--- src/rtl/down_count_monitor.sv ---
// rtl/down_count_monitor.sv - threshold alarm, wrap detector and arm-to-fire timer on a down count
// Samples the free-running count each edge; all outputs are registered one clock after the sampling edge.
module down_count_monitor #(
  parameter int N     = 10,
  parameter int EVT_W = 8
) (
  input  logic             clk,
  input  logic             reset,
  input  logic [N-1:0]     count,
  input  logic             arm,
  input  logic [N-1:0]     thresh,
  input  logic             ack,
  input  logic             clr_wrap,
  output logic             alarm,
  output logic             alarm_pulse,
  output logic             wrap_pulse,
  output logic [EVT_W-1:0] wrap_cnt,
  output logic [N-1:0]     elapsed
);

  typedef enum logic [1:0] {
    IDLE  = 2'd0,
    ARMED = 2'd1,
    FIRED = 2'd2
  } state_t;

  state_t           state_q, state_d;
  logic [N-1:0]     count_q;
  logic             sample_valid_q;
  logic [N-1:0]     thresh_q, thresh_d;
  logic [N-1:0]     cyc_q, cyc_d;
  logic             alarm_q, alarm_d;
  logic             alarm_pulse_q, alarm_pulse_d;
  logic             wrap_pulse_q, wrap_pulse_d;
  logic [EVT_W-1:0] wrap_cnt_q, wrap_cnt_d;
  logic [N-1:0]     elapsed_q, elapsed_d;

  logic [N-1:0]     cyc_inc;
  logic             match;

  // sample_valid_q keeps the reset value of count_q (0) from looking like the low side of a wrap
  assign wrap_pulse_d = sample_valid_q && (count_q == '0) && (count == '1);
  assign match        = (count == thresh_q);
  assign cyc_inc      = (cyc_q == '1) ? cyc_q : cyc_q + N'(1);

  always_comb begin
    wrap_cnt_d = wrap_cnt_q;
    if (clr_wrap) begin
      wrap_cnt_d = '0;
    end else if (wrap_pulse_d && (wrap_cnt_q != '1)) begin
      wrap_cnt_d = wrap_cnt_q + EVT_W'(1);
    end
  end

  always_comb begin
    state_d       = state_q;
    thresh_d      = thresh_q;
    cyc_d         = cyc_q;
    alarm_d       = alarm_q;
    alarm_pulse_d = 1'b0;
    elapsed_d     = elapsed_q;
    case (state_q)
      IDLE: begin
        if (arm) begin
          state_d  = ARMED;
          thresh_d = thresh;
          cyc_d    = '0;
        end
      end
      ARMED: begin
        // the fire edge itself counts as one edge spent armed
        if (match) begin
          state_d       = FIRED;
          alarm_d       = 1'b1;
          alarm_pulse_d = 1'b1;
          elapsed_d     = cyc_inc;
          cyc_d         = cyc_inc;
        end else if (arm) begin
          thresh_d = thresh;
          cyc_d    = '0;
        end else begin
          cyc_d = cyc_inc;
        end
      end
      FIRED: begin
        if (ack) begin
          alarm_d = 1'b0;
          if (arm) begin
            state_d  = ARMED;
            thresh_d = thresh;
            cyc_d    = '0;
          end else begin
            state_d = IDLE;
          end
        end
      end
      default: begin
        state_d = IDLE;
        alarm_d = 1'b0;
      end
    endcase
  end

  always_ff @(posedge clk or negedge reset) begin
    if (!reset) begin
      state_q        <= IDLE;
      count_q        <= '0;
      sample_valid_q <= 1'b0;
      thresh_q       <= '0;
      cyc_q          <= '0;
      alarm_q        <= 1'b0;
      alarm_pulse_q  <= 1'b0;
      wrap_pulse_q   <= 1'b0;
      wrap_cnt_q     <= '0;
      elapsed_q      <= '0;
    end else begin
      state_q        <= state_d;
      count_q        <= count;
      sample_valid_q <= 1'b1;
      thresh_q       <= thresh_d;
      cyc_q          <= cyc_d;
      alarm_q        <= alarm_d;
      alarm_pulse_q  <= alarm_pulse_d;
      wrap_pulse_q   <= wrap_pulse_d;
      wrap_cnt_q     <= wrap_cnt_d;
      elapsed_q      <= elapsed_d;
    end
  end

  assign alarm       = alarm_q;
  assign alarm_pulse = alarm_pulse_q;
  assign wrap_pulse  = wrap_pulse_q;
  assign wrap_cnt    = wrap_cnt_q;
  assign elapsed     = elapsed_q;

endmodule

--- config.mk ---
export PLATFORM = sky130hd
export DESIGN_NAME = down_count_monitor
export DESIGN_NICKNAME = d
export VERILOG_FILES = /design/src/rtl/down_count_monitor.sv
export SDC_FILE = /design/constraint.sdc
export NUM_CORES = 1
export LEC_CHECK = 0
export BUFFER_PORTS_ARGS = -buffer_cell sky130_fd_sc_hd__buf_2
export CAP_MARGIN = 20
export CORE_ASPECT_RATIO = 1.25
export CORE_MARGIN = 2
export CORE_UTILIZATION = 25
export CTS_CLUSTER_DIAMETER = 120
export CTS_CLUSTER_SIZE = 20
export DETAILED_ROUTE_END_ITERATION = 8
export PLACE_DENSITY_LB_ADDON = 0.3
export SYNTH_ARGS = -nofsm -noshare
export SYNTH_HDL_FRONTEND = slang
export SYNTH_SLANG_ARGS = --single-unit
--- constraint.sdc ---
create_clock -name clk -period 2.05 [get_ports clk]
set_clock_uncertainty 0.1 [all_clocks]
set_input_delay 0.205 -clock clk [delete_from_list [all_inputs] [get_ports clk]]
set_output_delay 0.205 -clock clk [all_outputs]
set_load 0.01 [all_outputs]
==> results of run 1 <==
## cell type report
class	count	area (um2)	share of cell area
clock buffers	6	128.9	0.03890
clock inverters	1	7.507	0.002266
inverters	6	22.52	0.006798
multi-input cells	157	1114	0.3361
flip-flops and latches	54	1351	0.4079
well taps	126	157.7	0.04758
repair buffers	81	531.8	0.1605
## through the flow
step	setup TNS, ps	hold slack [ps]
CTS	-713.3	42.10
finish	-598.4	44.97
global route	-1246	45.41
detailed placement	-4073	128.2
floorplan	-248.3	-190.6
global placement	-3909	127.7
## per-layer routing
layer	up-vias	part of all wire
li1	965	-
met3	7	0.039
met2	47	0.49
met4	0	0.018
met5	-	0
met1	969	0.45
## Yosys cell counts, types with 2 or more instances
cell,n,area (um2)
sky130_fd_sc_hd__a22o_1,3,26.28
sky130_fd_sc_hd__nor2b_1,2,12.51
sky130_fd_sc_hd__ha_1,2,25.02
sky130_fd_sc_hd__nor3_1,7,35.03
sky130_fd_sc_hd__nor4_1,4,25.02
sky130_fd_sc_hd__nand2b_1,4,25.02
sky130_fd_sc_hd__o21ai_0,14,70.07
sky130_fd_sc_hd__or4_4,2,22.52
sky130_fd_sc_hd__inv_1,6,22.52
sky130_fd_sc_hd__nor2_1,13,48.80
sky130_fd_sc_hd__dfrtp_1,54,1351
sky130_fd_sc_hd__nand2_1,17,63.81
sky130_fd_sc_hd__and3_1,6,37.54
sky130_fd_sc_hd__nand3_1,10,50.05
sky130_fd_sc_hd__xnor2_1,5,43.79
sky130_fd_sc_hd__mux2i_1,2,20.02
sky130_fd_sc_hd__xor2_1,11,96.34
sky130_fd_sc_hd__or4_1,2,15.01
sky130_fd_sc_hd__mux2_2,18,202.7
sky130_fd_sc_hd__clkbuf_1,4,15.01
sky130_fd_sc_hd__o211ai_1,2,15.01
sky130_fd_sc_hd__nand4_1,4,25.02
sky130_fd_sc_hd__a21oi_1,7,35.03
sky130_fd_sc_hd__o22ai_1,3,18.77
sky130_fd_sc_hd__or3_1,6,37.54
sky130_fd_sc_hd__o31ai_1,3,22.52
sky130_fd_sc_hd__and4_1,3,26.28
## cell families after synthesis
group	count (synthesis)	synth area share
buffers and inverters	12	0.02136
flip-flops	54	0.5493
adder cells (fa/ha/maj)	2	0.01017
other	1	0.001524
multiplexers	20	0.09054
AND/OR/NAND/NOR	81	0.1775
AO/OA/AOI/OAI	37	0.09258
XOR/XNOR	16	0.05697
## worst max-delay path by stage
stage / from / end / slack (ps) / cells after the start
finish: count_q[1]$_DFF_PN0_ / wrap_cnt[7]$_DFFE_PN0P_ / -130 / 5
global placement: thresh_q[2]$_DFFE_PN0P_ / thresh_q[7]$_DFFE_PN0P_ / -260 / 5
global route: count_q[1]$_DFF_PN0_ / wrap_cnt[7]$_DFFE_PN0P_ / -190 / 5
floorplan: count_q[1]$_DFF_PN0_ / wrap_cnt[7]$_DFFE_PN0P_ / -70 / 5
detailed placement: thresh_q[2]$_DFFE_PN0P_ / thresh_q[5]$_DFFE_PN0P_ / -270 / 5
CTS: count_q[1]$_DFF_PN0_ / wrap_cnt[7]$_DFFE_PN0P_ / -120 / 5
## timing repair
item / CTS / global route
setup buffers: 2 / 2
gates resized for setup: 2 / 8
hold endpoints to repair: 58 / 0
hold buffers: 5 / 0
endpoints found under the setup margin: 21 / 26
pin swaps: 2 / 5
## power groups by stage
stage	sequential [uW]	combinational (uW)	clock, uW
after floorplan	1240	239	0
after global placement	1240	440	0
after detailed placement	1240	448	0
after CTS	1220	470	842
after global routing	1230	526	886
final	1220	478	817
## registers in the layout, indices dropped and copies added (netlist names)
register and flops:
alarm 1, alarm_pulse 1, count_q 10, cyc_q 10
elapsed 10, sample_valid_q 1, state_q 2, thresh_q 10
wrap_cnt 8, wrap_pulse 1
==> summary.md, run 1 <==
| Metric | Value |
|---|---|
| Post-route cell area | 0.003313 mm2 |
| DPL Wire Length | 4.367 mm |
| Number of top-level pins | 46 |
| Non-filler instance count after layout | 431 |
| Total instance count after detailed placement | 415 |
| Total clock buffers created by CTS | 5 |
| Leakage | 0.001552 uW |
| Source-to-sink clock delay at the later pin of the worst-skew pair | 290 ps |
| Placed cell area | 0.003055 mm2 |
| Synthesis-to-layout area growth | 34.69% |
| Switching Power | 660.7 uW |
| Data required time of the critical path | 2160 ps |
| Internal Power | 1852 uW |
| Highest attainable clock frequency | 0.4590 GHz |
| First-pass iteration count of the detailed router | 4 |
| Worst endpoint data arrival time | 2290 ps |
| Layout cells sized above 1 | 0.3672 |
| Per-instance average area after synthesis | 11.03 um2 |
| Average wire length per cell after detail routing | 13.73 um |
| Register share of total power | 0.485 |
| WHS Path Cells | 2 |
| Synthesized instance count | 223 |
| Slowest cell on the critical path | sky130_fd_sc_hd__or4_4 |
| Number of global-route vias before repair | 2032 |
| Max-slew violations | 0 |
| Violated checks | setup timing |
| Maximum vdd drop | 0.3100 mV |
| Share of power burned in the clock network | 0.325 |
| Final Hold Vio Count | 0 |
| Remaining global-route overflow | 0 |
| Category of the critical setup timing path | register to register |
| Clock transition at path regs | 70 ps |
| Combinational group share of total power | 0.190 |
| Min-Delay Path Class | input port to register |
| Shortest clock period the worst path allows after layout | 2179 ps |
| Gp weighted congestion | 0.7767 |
| Max_cap viols | 0 |
| Post-route core utilization | 0.3448 |
| Register bit count reported by yosys | 54 |
| Post-route setup slack | -128.9 ps |
| Worst R2R Path Depth | 5 |
| Routed via count divided by cell count | 4.613 |
| Number of nets in the synthesized netlist | 250 |
| Outcome | finished, violations left |
| Sequential cell area fraction in the yosys report | 0.5493 |
| Minimum setup slack after placement | -274.5 ps |
| Highest-count cells in the layout ignoring fill and taps | sky130_fd_sc_hd__dfrtp_1, sky130_fd_sc_hd__buf_2, sky130_fd_sc_hd__buf_4 |
| Dominant delay contributor by cell family on the critical path | simple AND/OR/NAND/NOR gates |
| Start of the worst register-to-register path | count_q[1]$_DFF_PN0_ |
| Clk sink count | 54 |
| Setup repair after global routing missed its margin | yes |
| Diodes inserted | 0 |
| R2R setup slack | -130 ps |
| Total DRC errors in the routed layout | 0 |
| Terminus of the critical flop-to-flop path | wrap_cnt[7]$_DFFE_PN0P_ |
| GRT Overall Usage | 0.1184 |
| Largest net degree at the start of global routing | 55 |
| Endpoint type of the worst setup path | register |
| Clock tree from TritonCTS | yes |
| Initial detailed-routing violation count | 57 |
| Hold path start | thresh[2] |
| Total chip power | 2512 uW |
| Die extent in x | 92.72 um |
| Worst path most repeated cell | sky130_fd_sc_hd__or4_4 |
| Count of nets after finishing | 332 |
| Power density normalized to cell area | 758.3 mW/mm2 |
| Hold path endpoint | thresh_q[2]$_DFFE_PN0P_ |
| Synth Cell Area | 0.002460 mm2 |
| Die area | 0.01065 mm2 |
| Most frequent standard cell in the layout excluding fill and tap cells | sky130_fd_sc_hd__dfrtp_1 |
| Routed wire length | 5.919 mm |
| GR met1 Demand/Resource | 0.1508 |
| Post-route ant nets | 0 |
| Via count of the routed design | 1988 |
| Kind of start point of the critical path | register |
| Number of setup violations in the final report | 7 |
| Starting density of the core | 0.2560 |
| Post-synth EDFFs | 0 |
| Sw frac | 0.2630 |
| Placeable core region | 0.009609 mm2 |
| Root buffer cell | sky130_fd_sc_hd__clkbuf_16 |
| Antenna violations before repair | 0 |
| CP max FO | 3 |
| IO buf count | 45 |
| Worst stage delay on the critical path | 510 ps |
| Normalized max-slew margin | 0.6606 |
| H-Tree Depth | 2 |
| Number of distinct standard cells referenced by the synthesized netlist | 36 |
| GRT busiest layer | met2 |
| Global-route wire length before repair | 10.01 mm |
| Met2 Track Usage GR | 0.2019 |
| Chip height | 114.9 um |
| Fraction of the cycle the final worst path needs | 1.063 |
| Flip-flop cell with the highest count after synthesis | sky130_fd_sc_hd__dfrtp_1 |
| Share of synthesized flip-flops with an asynchronous set or reset | 1.000 |
| Clk buf depth | 2 |
| Fill cell count | 1027 |
| Worst slew pin tran | 503.8 ps |
| Buffers and inverters on the worst path | 0 |
| Synth warnings | 0 |
| Met3 usage | 0.02294 |
| Cells traversed along the worst timing path | nand2b_1 -> or4_4 -> or4_4 -> or4_1 -> a21oi_1 |
| Number of rows created at floorplan | 40 |
Note: power is estimated with default switching activity, not from simulation.
==> run 2, diff against run 1 <==
- CAP_MARGIN: 20 -> not set
- CELL_PAD_IN_SITES_DETAIL_PLACEMENT: not set -> 0
- CELL_PAD_IN_SITES_GLOBAL_PLACEMENT: not set -> 2
- SKIP_LAST_GASP: not set -> 1
==> run 2 against run 1 <==
Against the previous run: the flow still finishes with violations (setup timing); design area is 3.7% higher; clock power is 9.7% higher; clock-buffer cell count is 1 lower; die area stayed put; routed wire length is 8.3% higher; via count increased by 1.5%; cell count up 2.6%; global-route usage rose by 0.73 points; sequential share of layout area shrank 1.5 points; first-iteration DRC count is 14% higher; critical path type unchanged; fmax fell by 2.8%.
==> summary.md, run 2 (synthesized netlist as in run 1, its figures left out) <==
| Metric | Value |
|---|---|
| Outcome | finished, violations left |
| Violated checks | setup timing |
| FF+latch area | 0.001351 mm2 (unchanged) |
| Number of global-route vias before repair | 2099 (+3.3%) |
| Slowest cell on the critical path | sky130_fd_sc_hd__or4_4 |
| Final Hold Vio Count | 0 (unchanged) |
| Total DRC errors in the routed layout | 0 (unchanged) |
| Post-route setup slack | -192.4 ps (-63.58 ps) |
| Leakage | 0.001621 uW (+4.4%) |
| Starting density of the core | 0.2560 (unchanged) |
| Worst R2R Path Depth | 4 (-1) |
| Clk sink count | 54 (unchanged) |
| Area occupied by multi-input gates | 0.001136 mm2 (+2.0%) |
| Gp weighted congestion | 0.7560 (-2.7%) |
| Worst path most repeated cell | sky130_fd_sc_hd__or4_4 |
| Min-Delay Path Class | input port to register |
| Start of the worst register-to-register path | count_q[0]$_DFF_PN0_ |
| CP max FO | 4 (+1) |
| Total chip power | 2651 uW (+5.5%) |
| DPL Wire Length | 4.681 mm (+7.2%) |
| Global-route wire length before repair | 10.46 mm (+4.5%) |
| Clk buf depth | 2 (unchanged) |
| Root buffer cell | sky130_fd_sc_hd__clkbuf_16 |
| Max_cap viols | 0 (unchanged) |
| Remaining global-route overflow | 0 (unchanged) |
| Highest attainable clock frequency | 0.4459 GHz (-2.8%) |
| Minimum setup slack after placement | -297.3 ps (-22.72 ps) |
| Fill cell count | 1006 (-2.0%) |
| Placeable core region | 0.009609 mm2 (unchanged) |
| Die area | 0.01065 mm2 (unchanged) |
| Worst stage delay on the critical path | 540 ps (+30 ps) |
| Number of top-level pins | 46 (unchanged) |
| Instance count on the critical path | 4 (-1) |
| Highest-count cells in the layout ignoring fill and taps | sky130_fd_sc_hd__dfrtp_1, sky130_fd_sc_hd__buf_2, sky130_fd_sc_hd__buf_4 |
| Number of setup violations in the final report | 7 (unchanged) |
| Max-slew violations | 0 (unchanged) |
| Total clock buffers created by CTS | 5 (unchanged) |
| Routed via count divided by cell count | 4.563 (-1.1%) |
| Buffers and inverters on the worst path | 0 (unchanged) |
| Category of the critical setup timing path | register to register |
| First-pass iteration count of the detailed router | 4 (unchanged) |
| IO buf count | 45 (unchanged) |
| Setup TNS | -988.0 ps (-389.5 ps) |
| Average wire length per cell after detail routing | 14.50 um (+5.6%) |
| Kind of start point of the critical path | register |
| Die extent in x | 92.72 um (unchanged) |
| Shortest clock period the worst path allows after layout | 2242 ps (+63.58 ps) |
| Post-route ant nets | 0 (unchanged) |
| Clock transition at path regs | 80 ps (about the same) |
| Hold path start | count[3] |
| Routed wire length | 6.408 mm (+8.3%) |
| WHS Path Cells | 2 (unchanged) |
| Endpoint type of the worst setup path | register |
| Cells traversed along the worst timing path | or4_4 -> or4_4 -> or4_4 -> a21oi_1 |
| Initial detailed-routing violation count | 65 (+14%) |
| GRT Overall Usage | 0.1257 (+0.007312) |
| Via count of the routed design | 2017 (+1.5%) |
| H-Tree Depth | 2 (unchanged) |
| R2R setup slack | -190 ps (-60 ps) |
| Most frequent standard cell in the layout excluding fill and tap cells | sky130_fd_sc_hd__dfrtp_1 |
| Maximum vdd drop | 0.3547 mV (+14%) |
| Setup repair after global routing missed its margin | yes |
| Worst endpoint data arrival time | 2360 ps (+70 ps) |
| Fraction of the cycle the final worst path needs | 1.094 (+0.03101) |
| Count of nets after finishing | 342 (+3.0%) |
| Normalized max-slew margin | 0.6313 (-0.02934) |
| Clock tree from TritonCTS | yes |
| Number of rows created at floorplan | 40 (unchanged) |
| Diodes inserted | 0 (unchanged) |
| Dominant delay contributor by cell family on the critical path | simple AND/OR/NAND/NOR gates |
| CP startpoint | count_q[0]$_DFF_PN0_ |
| Layout cells sized above 1 | 0.3924 (+0.02519) |
| Power density normalized to cell area | 771.3 mW/mm2 (+1.7%) |
| Worst slew pin tran | 553.1 ps (+49.33 ps) |
| Synthesis-to-layout area growth | 39.73% |
| Data required time of the critical path | 2170 ps (about the same) |
| Largest net degree at the start of global routing | 34 (-38%) |
| Chip height | 114.9 um (unchanged) |
| Source-to-sink clock delay at the later pin of the worst-skew pair | 290 ps (about the same) |
| Antenna violations before repair | 0 (unchanged) |
## run 2: changes by cell type in the layout (fill, tap and decap cells not counted), sizes merged
cell | previous run | this run
inv | 6 | 8
clkbuf | 6 | 5
dlygate4sd3 | 5 | 7
buf | 76 | 84
clkinv | 0 | 1
clkinvlp | 1 | 0
## run 2: layout make-up
cell class | count | area share
well taps | 126 | 0.04587
clock buffers | 5 | 0.03640
flip-flops and latches | 54 | 0.3932
clock inverters | 3 | 0.008373
multi-input cells | 157 | 0.3305
repair buffers | 91 | 0.1791
inverters | 6 | 0.006553
## run 2: final timing paths
| kind | to |
|---|---|
| max reg2reg | wrap_cnt[5]$_DFFE_PN0P_ |
| max in group asynchronous | cyc_q[6]$_DFFE_PN0P_ |
| max | wrap_cnt[5]$_DFFE_PN0P_ |
| min | count_q[3]$_DFF_PN0_ |
| min reg2reg | elapsed[9]$_DFFE_PN0P_ |
| min in group asynchronous | thresh_q[2]$_DFFE_PN0P_ |
## run 2: what timing repair did
action / 4_1_cts / 5_1_grt
resized for setup: 3 / 11
setup endpoints to repair: 26 / 10
hold buffers: 7 / 0
buffers inserted: 5 / 4
hold endpoints to repair: 27 / 0
pin swaps: 2 / 7
## run 2: per-layer routing
layer	GRT usage	part of all wire	routed length [um]	up-vias
li1	-	-	-	988
met1	0.1482	0.42	2721	991
met2	0.2321	0.53	3404	33
met3	0.02490	0.034	217	5
met4	0.03529	0.010	64	0
met5	0	0	0	-
## run 2: where the power goes
| group | total [uW] | switching, uW | internal (uW) | leakage, uW |
|---|---|---|---|---|
| combinational | 542 | 259 | 284 | 0.000846 |
| clock | 896 | 426 | 469 | 0.0000763 |
| sequential | 1210 | 53.7 | 1160 | 0.000698 |
## run 2: through the flow
stage / utilization / instances / area (um2) / hold WS, ps
2_1_floorplan: - / 223 / 2487 / -190.6
3_3_place_gp: 0.3211 / 419 / 3085 / 121.5
3_5_place_dp: 0.3211 / 419 / 3085 / 131.9
4_1_cts: 0.3495 / 439 / 3358 / 31.69
5_1_grt: 0.3577 / 442 / 3437 / 38.37
6_report: 0.3577 / 442 / 3437 / 40.74
==> run 3, diff against run 2 <==
- BUFFER_PORTS_ARGS: -buffer_cell sky130_fd_sc_hd__buf_2 -> -buffer_cell sky130_fd_sc_hd__clkbuf_2
==> run 3 against run 2 <==
Against the previous run: the flow still finishes with violations (setup timing); first-iteration DRC count is 34% lower; combinational power shrank 4.2%; design area decreased by 1.8%; non-clock buffer count is 2 lower; via count fell by 1.5%; register-to-register slack about the same.
==> summary.md, run 3 (synthesized netlist as in run 1, its figures left out) <==
| Metric | Value |
|---|---|
| Outcome | finished, violations left |
| Violated checks | setup timing |
| First-pass iteration count of the detailed router | 5 (+1) |
| Leakage | 0.001580 uW (-2.5%) |
| Placeable core region | 0.009609 mm2 (unchanged) |
| Setup repair after global routing missed its margin | yes |
| Endpoint type of the worst setup path | register |
| Buffers and inverters on the worst path | 0 (unchanged) |
| Clk buf depth | 2 (unchanged) |
| Count of nets after finishing | 340 (-0.58%) |
| Chip height | 114.9 um (unchanged) |
| Met3 usage | 0.02359 (-0.001311) |
| Normalized max-slew margin | 0.6444 (+0.01310) |
| Max-slew violations | 0 (unchanged) |
| Worst stage delay on the critical path | 530 ps (about the same) |
| Global-route wire length before repair | 10.54 mm (+0.79%) |
| Min-Delay Path Class | input port to register |
| Source-to-sink clock delay at the later pin of the worst-skew pair | 290 ps (about the same) |
| Die area | 0.01065 mm2 (unchanged) |
| Root buffer cell | sky130_fd_sc_hd__clkbuf_16 |
| CP max FO | 5 (+1) |
| Via count of the routed design | 1987 (-1.5%) |
| Post-route cell area | 0.003374 mm2 (-1.8%) |
| Total chip power | 2610 uW (-1.6%) |
| Maximum vdd drop | 0.3489 mV (-1.7%) |
| Final Hold Vio Count | 0 (unchanged) |
| Starting density of the core | 0.2560 (unchanged) |
| Clock tree from TritonCTS | yes |
| Highest attainable clock frequency | 0.4449 GHz (-0.23%) |
| Largest net degree at the start of global routing | 22 (-35%) |
| Number of global-route vias before repair | 2080 (-0.91%) |
| Placed cell area | 0.003080 mm2 (-0.16%) |
| Number of top-level pins | 46 (unchanged) |
| Dominant delay contributor by cell family on the critical path | simple AND/OR/NAND/NOR gates |
| Average wire length per cell after detail routing | 14.25 um (-1.7%) |
| Worst path most repeated cell | sky130_fd_sc_hd__or4_4 |
| Layout cells sized above 1 | 0.3790 (-0.01342) |
| Shortest clock period the worst path allows after layout | 2248 ps (+5.240 ps) |
| Kind of start point of the critical path | register |
| Diodes inserted | 0 (unchanged) |
| Remaining global-route overflow | 0 (unchanged) |
| Fill cell count | 999 (-0.70%) |
| Initial detailed-routing violation count | 43 (-34%) |
| Worst endpoint data arrival time | 2370 ps (about the same) |
| Max_cap viols | 0 (unchanged) |
| Category of the critical setup timing path | register to register |
| Worst slew pin tran | 527.9 ps (-25.22 ps) |
| Number of rows created at floorplan | 40 (unchanged) |
| Met2 Track Usage GR | 0.2297 (-0.002433) |
| Routed wire length | 6.268 mm (-2.2%) |
| Synthesis-to-layout area growth | 37.18% |
| Total clock buffers created by CTS | 5 (unchanged) |
| Highest-count cells in the layout ignoring fill and taps | sky130_fd_sc_hd__dfrtp_1, sky130_fd_sc_hd__clkbuf_2, sky130_fd_sc_hd__buf_4 |
| IO buf count | 45 (unchanged) |
| Post-route setup slack | -197.7 ps (-5.240 ps) |
| Total DRC errors in the routed layout | 0 (unchanged) |
| Power density normalized to cell area | 773.4 mW/mm2 (+0.26%) |
| Slowest cell on the critical path | sky130_fd_sc_hd__or4_4 |
| H-Tree Depth | 2 (unchanged) |
| Die extent in x | 92.72 um (unchanged) |
| Fraction of the cycle the final worst path needs | 1.096 (+0.002556) |
| Post-route ant nets | 0 (unchanged) |
| Clock transition at path regs | 70 ps (about the same) |
| DPL Wire Length | 4.629 mm (-1.1%) |
| GRT Overall Usage | 0.1257 (about the same) |
| Clk sink count | 54 (unchanged) |
| Data required time of the critical path | 2180 ps (about the same) |
| Antenna violations before repair | 0 (unchanged) |
| Most frequent standard cell in the layout excluding fill and tap cells | sky130_fd_sc_hd__dfrtp_1 |
| Number of setup violations in the final report | 7 (unchanged) |
| Routed via count divided by cell count | 4.516 (-1.0%) |
| Gp weighted congestion | 0.7594 (+0.45%) |
| Cells traversed along the worst timing path | nand2b_4 -> or4_4 -> or4_4 -> or4_4 -> a21oi_2 |
| GR met1 Demand/Resource | 0.1523 (+0.004015) |
| GRT busiest layer | met2 |
-- run 3: per-layer routing --
layer	up-vias	routed length (um)	share of wire
met3	4	217	0.035
met5	-	0	0
li1	978	-	-
met1	972	2707	0.43
met2	33	3298	0.53
met4	0	44	0.0070
-- run 3: final timing paths --
| check | slack (ps) | startpoint | depth (start not counted) | endpoint |
|---|---|---|---|---|
| max | -200 | count_q[1]$_DFF_PN0_ | 5 | wrap_cnt[7]$_DFFE_PN0P_ |
| min | 40 | thresh[2] | 2 | thresh_q[2]$_DFFE_PN0P_ |
| min reg2reg | 380 | alarm$_DFFE_PN0P_ | 2 | alarm$_DFFE_PN0P_ |
| max reg2reg | -200 | count_q[1]$_DFF_PN0_ | 5 | wrap_cnt[7]$_DFFE_PN0P_ |
| max in group asynchronous | 870 | reset | 3 | elapsed[9]$_DFFE_PN0P_ |
| min in group asynchronous | 310 | reset | 2 | count_q[5]$_DFF_PN0_ |
-- run 3: stage by stage --
step                setup TNS [ps]  setup WS [ps]  utilization  hold WS (ps)  std cells
CTS                         -958.2         -199.3       0.3501         37.79        440
global route                 -1227         -229.0       0.3512         36.66        440
global placement             -3430         -238.6       0.3206         97.35        420
finish                      -915.8         -197.7       0.3512         42.86        440
detailed placement           -4530         -325.7       0.3206         111.0        420
floorplan                   -248.3         -68.86            -        -190.6        223
-- run 3: cell type report --
class | count | area, um2 | share of cell area
sequential | 54 | 1351 | 0.4004
multi-input combinational | 157 | 1112 | 0.3296
timing repair buffer | 89 | 580.6 | 0.1720
tap | 126 | 157.7 | 0.04672
clock buffer | 5 | 125.1 | 0.03708
clock inverter | 3 | 25.02 | 0.007416
inverter | 6 | 22.52 | 0.006674
-- run 3: report_power, final --
group          switching (uW)  internal [uW]
combinational             244            274
clock                     419            461
sequential               51.9           1160
-- run 3: what timing repair did --
item,4_1_cts,5_1_grt
hold endpoints to repair,25,0
pin swaps,1,6
setup buffers,5,0
resized for setup,6,2
setup endpoints to repair,20,16
hold buffers,7,0
